$ cat config.mk
export PLATFORM = sky130hd
export DESIGN_NAME = tanimoto_job_ctrl
export DESIGN_NICKNAME = d
export VERILOG_FILES = /design/src/rtl/tanimoto_job_ctrl.sv
export SDC_FILE = /design/constraint.sdc
export NUM_CORES = 1
export LEC_CHECK = 0
export ABC_CLOCK_PERIOD_IN_PS = 5600
export BUFFER_PORTS_ARGS = -buffer_cell sky130_fd_sc_hd__buf_2
export CORE_AREA = 2 2 441 443
export DETAILED_ROUTE_END_ITERATION = 6
export DIE_AREA = 0 0 443 445
export GPL_TIMING_DRIVEN = 0
export SETUP_SLACK_MARGIN = 0.2
export SYNTH_ARGS = -nofsm -noshare
export SYNTH_HDL_FRONTEND = slang
export SYNTH_SLANG_ARGS = --single-unit
$ cat constraint.sdc
create_clock -name clk -period 5.6 [get_ports clk]
set_input_delay 0.56 -clock clk [delete_from_list [all_inputs] [get_ports clk]]
set_output_delay 0.56 -clock clk [all_outputs]
set_load 0.01 [all_outputs]
$ cat src/rtl/tanimoto_job_ctrl.sv
// Job sequencer in front of tanimoto_top: threshold BRAM load, vector streaming, ID-pair drain.
// Define TANIMOTO_JOB_CTRL_PERF_EN to add the o_JobCycles / o_StallCycles counters.
module tanimoto_job_ctrl #(
   parameter int BUS_WIDTH     = 512,
   parameter int VECTOR_WIDTH  = 920,
   parameter int SUB_VECTOR_NO = 2,
   parameter int REF_VEC_NO    = 8,
   parameter int CNT_WIDTH     = $clog2(VECTOR_WIDTH),
   parameter int DRAIN_TIMEOUT = 1024
) (
   input  logic                 clk,
   input  logic                 rstn,
   input  logic                 i_Start,
   input  logic                 i_Abort,
   input  logic [31:0]          i_CmpVecNo,
   input  logic                 i_Thr_Valid,
   input  logic [CNT_WIDTH:0]   i_Thr_Data,
   output logic                 o_Thr_Ready,
   output logic [CNT_WIDTH-1:0] o_BRAM_Addr,
   output logic [CNT_WIDTH:0]   o_BRAM_Din,
   output logic                 o_BRAM_WrEn,
   input  logic                 i_Vec_Valid,
   input  logic [BUS_WIDTH-1:0] i_Vec_Data,
   output logic                 o_Vec_Ready,
   output logic [BUS_WIDTH-1:0] o_Vector,
   output logic                 o_Valid,
   output logic                 o_Last,
   input  logic                 i_Read,
   input  logic                 i_IDPair_Valid,
   input  logic                 i_IDPair_Read,
   input  logic                 i_IDPair_Last,
   output logic                 o_Busy,
   output logic                 o_Done,
   output logic                 o_Timeout,
`ifdef TANIMOTO_JOB_CTRL_PERF_EN
   output logic [31:0]          o_JobCycles,
   output logic [31:0]          o_StallCycles,
`endif
   output logic [31:0]          o_PairCnt
);

   typedef enum logic [2:0] {
      S_IDLE     = 3'd0,
      S_LOAD_THR = 3'd1,
      S_STREAM   = 3'd2,
      S_DRAIN    = 3'd3,
      S_DONE     = 3'd4
   } state_t;

   localparam int                   IDLE_W      = $clog2(DRAIN_TIMEOUT);
   localparam logic [CNT_WIDTH-1:0] LP_THR_LAST = CNT_WIDTH'(VECTOR_WIDTH - 1);
   localparam logic [IDLE_W-1:0]    LP_IDLE_LIM = IDLE_W'(DRAIN_TIMEOUT - 1);

   state_t                 r_State;
   state_t                 w_NextState;
   logic [CNT_WIDTH-1:0]   r_ThrIdx;
   logic                   r_ThrFull;
   logic [CNT_WIDTH-1:0]   r_BRAM_Addr;
   logic [CNT_WIDTH:0]     r_BRAM_Din;
   logic                   r_BRAM_WrEn;
   logic [31:0]            r_WordCnt;
   logic [31:0]            r_LastIdx;
   logic [31:0]            r_PairCnt;
   logic                   r_Timeout;
   logic                   r_LastSeen;
   logic [IDLE_W-1:0]      r_Idle;

   logic                   w_StartAcc;
   logic                   w_ThrAcc;
   logic                   w_VecFire;
   logic                   w_LastWord;
   logic                   w_PairFire;
   logic                   w_IdleTo;
   logic [31:0]            w_Total;

   assign w_StartAcc = (r_State == S_IDLE) & i_Start & ~i_Abort;
   assign w_ThrAcc   = (r_State == S_LOAD_THR) & ~r_ThrFull & i_Thr_Valid;
   assign w_VecFire  = (r_State == S_STREAM) & i_Vec_Valid & i_Read;
   assign w_LastWord = (r_WordCnt == r_LastIdx);
   assign w_PairFire = ((r_State == S_STREAM) | (r_State == S_DRAIN)) & i_IDPair_Valid & i_IDPair_Read;
   // r_Idle holds the number of cycles since the last pair fire (or DRAIN entry), so DONE
   // lands exactly DRAIN_TIMEOUT cycles after that fire.
   assign w_IdleTo   = (r_Idle == LP_IDLE_LIM) & ~w_PairFire;
   assign w_Total    = (32'(REF_VEC_NO) + i_CmpVecNo) * 32'(SUB_VECTOR_NO);

   assign o_Vector    = i_Vec_Data;
   assign o_BRAM_Addr = r_BRAM_Addr;
   assign o_BRAM_Din  = r_BRAM_Din;
   assign o_BRAM_WrEn = r_BRAM_WrEn;
   assign o_PairCnt   = r_PairCnt;
   assign o_Timeout   = r_Timeout;

   always_ff @(posedge clk or negedge rstn) begin
      if (!rstn) r_State <= S_IDLE;
      else       r_State <= w_NextState;
   end

   always_comb begin
      w_NextState = r_State;
      if (i_Abort) begin
         w_NextState = S_IDLE;
      end else begin
         case (r_State)
            S_IDLE:     if (i_Start) w_NextState = (i_CmpVecNo == '0) ? S_DONE : S_LOAD_THR;
            S_LOAD_THR: if (r_ThrFull) w_NextState = S_STREAM;
            S_STREAM:   if (w_VecFire & w_LastWord) w_NextState = S_DRAIN;
            S_DRAIN:    if (r_LastSeen | (w_PairFire & i_IDPair_Last) | w_IdleTo) w_NextState = S_DONE;
            S_DONE:     w_NextState = S_IDLE;
            default:    w_NextState = S_IDLE;
         endcase
      end
   end

   always_comb begin
      o_Busy      = (r_State != S_IDLE);
      o_Done      = (r_State == S_DONE) & ~i_Abort;
      o_Thr_Ready = (r_State == S_LOAD_THR) & ~r_ThrFull;
      o_Valid     = (r_State == S_STREAM) & i_Vec_Valid;
      o_Vec_Ready = w_VecFire;
      o_Last      = (r_State == S_STREAM) & i_Vec_Valid & w_LastWord & ~i_Abort;
   end

   always_ff @(posedge clk or negedge rstn) begin
      if (!rstn) begin
         r_ThrIdx    <= '0;
         r_ThrFull   <= 1'b0;
         r_BRAM_Addr <= '0;
         r_BRAM_Din  <= '0;
         r_BRAM_WrEn <= 1'b0;
         r_WordCnt   <= '0;
         r_LastIdx   <= '0;
         r_PairCnt   <= '0;
         r_Timeout   <= 1'b0;
         r_LastSeen  <= 1'b0;
         r_Idle      <= '0;
      end else begin
         r_BRAM_WrEn <= w_ThrAcc;
         if (w_StartAcc) begin
            r_ThrIdx   <= '0;
            r_ThrFull  <= 1'b0;
            r_WordCnt  <= '0;
            r_LastIdx  <= w_Total - 32'd1;
            r_PairCnt  <= '0;
            r_Timeout  <= 1'b0;
            r_LastSeen <= 1'b0;
         end
         if (w_ThrAcc) begin
            r_BRAM_Addr <= r_ThrIdx;
            r_BRAM_Din  <= i_Thr_Data;
            r_ThrIdx    <= r_ThrIdx + 1'b1;
            if (r_ThrIdx == LP_THR_LAST) r_ThrFull <= 1'b1;
         end
         if (w_VecFire) r_WordCnt <= r_WordCnt + 32'd1;
         if (w_PairFire && (r_PairCnt != '1)) r_PairCnt <= r_PairCnt + 32'd1;
         if (w_PairFire && i_IDPair_Last) r_LastSeen <= 1'b1;
         if ((r_State != S_DRAIN) || w_PairFire)  r_Idle <= IDLE_W'(1);
         else if (r_Idle != LP_IDLE_LIM)          r_Idle <= r_Idle + 1'b1;
         if ((r_State == S_DRAIN) && !i_Abort && !r_LastSeen && w_IdleTo) r_Timeout <= 1'b1;
      end
   end

`ifdef TANIMOTO_JOB_CTRL_PERF_EN
   logic [31:0] r_JobCycles;
   logic [31:0] r_StallCycles;

   assign o_JobCycles   = r_JobCycles;
   assign o_StallCycles = r_StallCycles;

   always_ff @(posedge clk or negedge rstn) begin
      if (!rstn) begin
         r_JobCycles   <= '0;
         r_StallCycles <= '0;
      end else if (w_StartAcc) begin
         r_JobCycles   <= '0;
         r_StallCycles <= '0;
      end else begin
         if ((r_State != S_IDLE) && (r_JobCycles != '1)) r_JobCycles <= r_JobCycles + 32'd1;
         if ((r_State == S_STREAM) && i_Vec_Valid && !i_Read && (r_StallCycles != '1))
            r_StallCycles <= r_StallCycles + 32'd1;
      end
   end
`endif

endmodule

Yosys cells after proc, flatten, opt, wreduce, memory -nomap -nowiden
Cells that the tools add are included.
- flip-flop bits (word level): 144
- output and inout bits: 573
- input port bits: 565
- reductions and logical operators: 18
- bitwise logic cells: 20
- eq/ne operators: 14
- add/sub/neg operators: 6
- muxes and demuxes: 20
- operators with widths (operator ; number):
    2-to-1 mux 32 bit ; 3
    adder 32 x 1 -> 32 bit (second input constant) ; 2
    2-to-1 mux 10 bit ; 4
    == test 32 bit ; 1
    zero test 32 bit ; 1
    != test 32 bit (second input constant) ; 1
    subtractor 32 x 1 -> 32 bit (second input constant) ; 1
    adder 4 x 31 -> 31 bit (first input constant) ; 1
    adder 10 x 1 -> 10 bit (second input constant) ; 2
    == test 10 bit (second input constant) ; 2
    2-to-1 mux 3 bit ; 6
    AND 1 bit ; 14
    case mux 3 bit (4 select lines) ; 1
    nonzero test 2 bit ; 6
    != test 10 bit (second input constant) ; 1
    != test 3 x 2 -> 1 bit (second input constant) ; 3
    == test 3 x 2 -> 1 bit (second input constant) ; 2
    2-to-1 mux 1 bit ; 6
    != test 3 bit (second input constant) ; 2
    logical AND 1 bit ; 5
    AND reduction 4 bit ; 1
    == test 3 x 1 -> 1 bit (second input constant) ; 1
    == test 3 bit (second input constant) ; 1
    zero test 3 bit ; 1
    other kinds (5) ; 10

Longest topological paths before layout
- word-level depth: 10
- depth in mapped cells: 11
- depth with buffers taken out: 10

Worst setup path before layout
OpenSTA, ideal clock, no wires.
- kind: input to register
- start point: input port i_CmpVecNo[3]
- end point: register r_LastIdx[27]
- data required time: 5475 ps
- arrival time: 2654 ps
- path slack: 2821 ps
- stages on the path: 11
- cells stage by stage: ha_1 buf_4 and4_1 buf_2 mux2_4 o21ai_0 nand3b_1 nand4bb_4 nor2_2 xnor2_1 mux2_4
- word-level cells in the longest chain between the ends: 2
- ends and longest elaborated chain (what ; RTL line ; text):
    start, declared ; 15 ; input logic [31:0] i_CmpVecNo,
    adder 4 x 31 -> 31 bit ; 84 ; assign w_Total = (32'(REF_VEC_NO) + i_CmpVecNo) * 32'(SUB_VECTOR_NO);
    subtractor 32 x 1 -> 32 bit ; 142 ; r_LastIdx <= w_Total - 32'd1;
    end signal, assigned ; 142 ;
    end, declared ; 62 ; logic [31:0] r_LastIdx;
No other way between the ends.
A chain may end at the register's enable or synchronous reset.

Worst setup path in the final report
- start point: register r_State[0]
- end point: output port o_Vec_Ready
- word-level cells in the longest chain between the ends: 3
- ends and longest elaborated chain (what ; RTL line ; text):
    start, declared ; 54 ; state_t r_State;
    start signal, assigned ; 95 ; else r_State <= w_NextState;
    == test 3 x 2 -> 1 bit ; 78 ; assign w_VecFire = (r_State == S_STREAM) & i_Vec_Valid & i_Read;
    AND 1 bit (2 in a row) ; 78 ;
    end, declared ; 24 ; output logic o_Vec_Ready,
No other way between the ends.

==> flow_metrics.tcl <==
set metrics [dict create \
    status "finished clean" \
    detail_route.drc_violations 0 \
    worstPathRequired_ns 5.04 \
    mappedNetlistArea_mm2 0.0124 \
    synth.mux.area_fraction_pct 2.20 \
    cp_top_family "buffers and inverters" \
    grt-ovfl-total 0 \
    share_clk_of_total_power_pct 29.9 \
    place.gp.congestion 1.02 \
    num-nets-final 2698 \
    critical_path_arrival_ns 2.64 \
    clock_insertion_delay_worst_skew_ns 0.48 \
    floorplan.die_area_mm2 0.197 \
    synth_cell_type_count 75 \
    rr_startpoint "r_State[1]" \
    placementRows 161 \
    synthSimpleGateAreaFrac_pct 20.1 \
    flow.area_growth_from_synthesis_pct 55.8 \
    drt-vias-per-instance 2.68 \
    synthAdderAreaFrac_pct 0.708 \
    clk_path_buf_depth 2 \
    netlist_instances 1492 \
    netlist_top_cells_count "516 x buf_4, 197 x nand2_1, 144 x dfrtp_1, 82 x o21ai_0, 70 x xnor2_1" \
    dominantRegCellSynth "dfrtp_1" \
    clock_tree.root_cell "clkbuf_16" \
    routed_wl_um 80400 \
    finalCritPeriodShare_pct 57.1 \
    synth_area_per_cell_um2 8.29 \
    synth_top_area_share_pct 31.3 \
    final-max-slew-violation-count 0 \
    synthesized_netlist_net_count 2064 \
    crit_start "r_State[0]" \
    cp_cell_sequence "nor2_4 -> nand4_1 -> inv_1 -> clkbuf_1 -> buf_2" \
    leakage_nw 8.97 \
    floorplan.initialDensity_pct 6.44 \
    finalInstanceArea_mm2 0.0193 \
    combinationalPowerShare_pct 36.3 \
    die-height_um 445 \
    slowest_delay_ns 0.47 \
    netlist_top_cells_area "buf_4 31%, dfrtp_1 29%, nand2_1 6.0%" \
    synth-edff-count 0 \
    worstPathBufferInverterCount 3 \
    dominant_combinational_cell_family_by_area_after_synthesis "buffers and inverters" \
    yosysWarnings 0 \
    synth.most_common_cell "buf_4" \
    synth_async_reset_ratio_pct 100 \
    cts.repair.resized 0 \
    synth.ff_latch_count 144 \
    register_area_share_after_synthesis_pct 29.1 \
    dp_hpwl_um 72100 \
    core_area_mm2 0.192 \
    post_synth_xor_area_fraction_pct 6.36 \
    clkSinkCount 144 \
    cp-start-kind "flop" \
    max_slew_margin_pct 26.2 \
    place.detailed.instances 4633 \
    detailedRoute.firstPassIterationCount 5 \
    htreeDepth 4 \
    grt_setup_unrepaired "false" \
    finClkSkew_ns 0.0210 \
    cp_max_fo 10 \
    crit_path_top_delay_cell "dfrtp_1" \
    ir_worst_vdd_mv 0.172 \
    grt_pass1_wl_um 102000 \
    critPathKind "reg -> out" \
    cts.reportedPaths.clkPinSlew_ns 0.07 \
    cts_post_setup_buffers_inserted 0 \
    seq_power_share_pct 33.8 \
    internal_power_mw 2.47 \
    critical_path.endpoint_type "output pin" \
    detail-route-antenna-nets 0 \
    holdCritPathClass "in -> async" \
    cts.hold.buffers_added 0 \
    post_layout_utilization_of_the_core_pct 10.0 \
    wire_per_inst_um 17.2 \
    io_buffers 614 \
    io_pins 1138 \
    numCtsBuffers 17 \
    fin_cells 4671 \
    die_width_um 443 \
    number_of_antenna_violations_at_the_first_check_in_global_routing 55 \
    fmax_ghz 0.313 \
    clock_tree_from_tritoncts "done" \
    finalHoldViolCount 0 \
    report.final.setup_viol 0 \
    finalCriticalPeriod_ns 3.20 \
    power.density_cell_area_mw_per_mm2 208 \
    route.vias.total 12500 \
    largest_net_degree_at_the_start_of_global_routing 82 \
    switchingPower_mw 1.54 \
    post_route_cells_drive_above_1_share_pct 56.4 \
    detailed_place.area_mm2 0.0186 \
    power.switching_fraction_pct 38.4 \
    report.power.total_mw 4.00 \
    grt_pass1_vias 11400 \
    synth-compound-area-share_pct 7.89 \
    max-cap-violations 0 \
    worst_pin_slew_ns 1.11 \
    drt-initial-drc-count 779 \
    synth_top_cell_by_area "buf_4" \
    setup-tns-final_ns 0 \
    track_usage_pct 7.66 \
]
-- power by group through the flow --
stage	Combinational [mW]	Clock [mW]	Sequential, mW
finish	1.45	1.20	1.35
global route	1.58	1.29	1.38
CTS	1.48	1.25	1.35
detailed placement	1.48	0	1.37
global placement	1.46	0	1.36
floorplan	0.845	0	1.36
-- per-stage QoR --
| stage | setup WS, ns | hold WS (ns) |
|---|---|---|
| global route | 2.00 | 0.0941 |
| detailed placement | 1.82 | 0.459 |
| finish | 2.40 | 0.0745 |
| global placement | 1.52 | 0.456 |
| CTS | 1.92 | 0.0681 |
| floorplan | 2.82 | 0.264 |
-- worst reg2reg max path: cells and delay by family, from the launching register on --
kind | cells | cell delay (ns)
DFF | 1 | 0.32
and+or+nand+nor | 3 | 0.79
buffers and inverters | 3 | 1.88
AOI/OAI and AO/OA | 1 | 0.12
-- flip-flops by register name (all words and copies together), names as in the netlist --
signal	flops
o_BRAM_Addr	10
o_BRAM_Din	11
o_BRAM_WrEn	1
o_PairCnt	32
o_Timeout	1
r_Idle	10
r_LastIdx	32
r_LastSeen	1
r_State	3
r_ThrFull	1
r_ThrIdx	10
r_WordCnt	32
-- cells by family (layout without fill, tap and decap cells) --
| group | after synthesis | count (layout) |
|---|---|---|
| buffers and inverters | 578 | 1225 |
| AND/OR/NAND/NOR | 488 | 488 |
| AO/OA/AOI/OAI | 160 | 160 |
| flip-flops | 144 | 144 |
| XOR/XNOR | 89 | 89 |
| multiplexers | 26 | 26 |
| adder cells (fa/ha/maj) | 7 | 7 |
| other | 0 | 6 |
-- placed cells by master (no fill, tap or decap), drive strengths merged, types with 10 or more instances in the layout --
cell type | synthesis | layout
nand3 | 65 | 65
a31oi | 10 | 10
and2 | 10 | 10
dfrtp | 144 | 144
and3 | 28 | 28
mux2i | 23 | 23
and4 | 10 | 10
nor3 | 23 | 23
nor2 | 71 | 71
nor4 | 21 | 21
inv | 14 | 19
nand2 | 197 | 197
clkbuf | 32 | 49
o21ai | 91 | 91
o31ai | 11 | 11
buf | 532 | 1147
xor2 | 18 | 18
a21oi | 13 | 13
nand4 | 37 | 37
xnor2 | 71 | 71
-- path summary, 6_finish.rpt --
check | end | slack (ns) | depth (start not counted)
min in group clk | o_BRAM_Din[8] | 0.27 | 3
worst min-delay path | o_PairCnt[23] | 0.07 | 1
max in group asynchronous | r_ThrIdx[1] | 4.60 | 2
worst max-delay path | o_Vec_Ready | 2.40 | 5
worst max register to register | r_ThrFull | 2.42 | 7
worst min register to register | o_BRAM_Addr[3] | 0.47 | 2
-- final cells by class --
type                    count  area (µm²)
plain buffers             564        4110
clock buffers              17         425
well taps                2526        3160
fillers                 22200      173000
flip-flops and latches    144        3600
clock inverters            15         188
multi-input cells         770        4610
repair buffers            615        3110
diodes                      6        15.0
inverters                  14        52.6
-- per-layer routing --
layer,wire [µm],GRT usage (%)
met4,2050,2.29
met1,29500,8.40
met3,8520,3.42
met2,40300,13.2
met5,55,0
No activity file was read; power rests on OpenSTA's default activity.
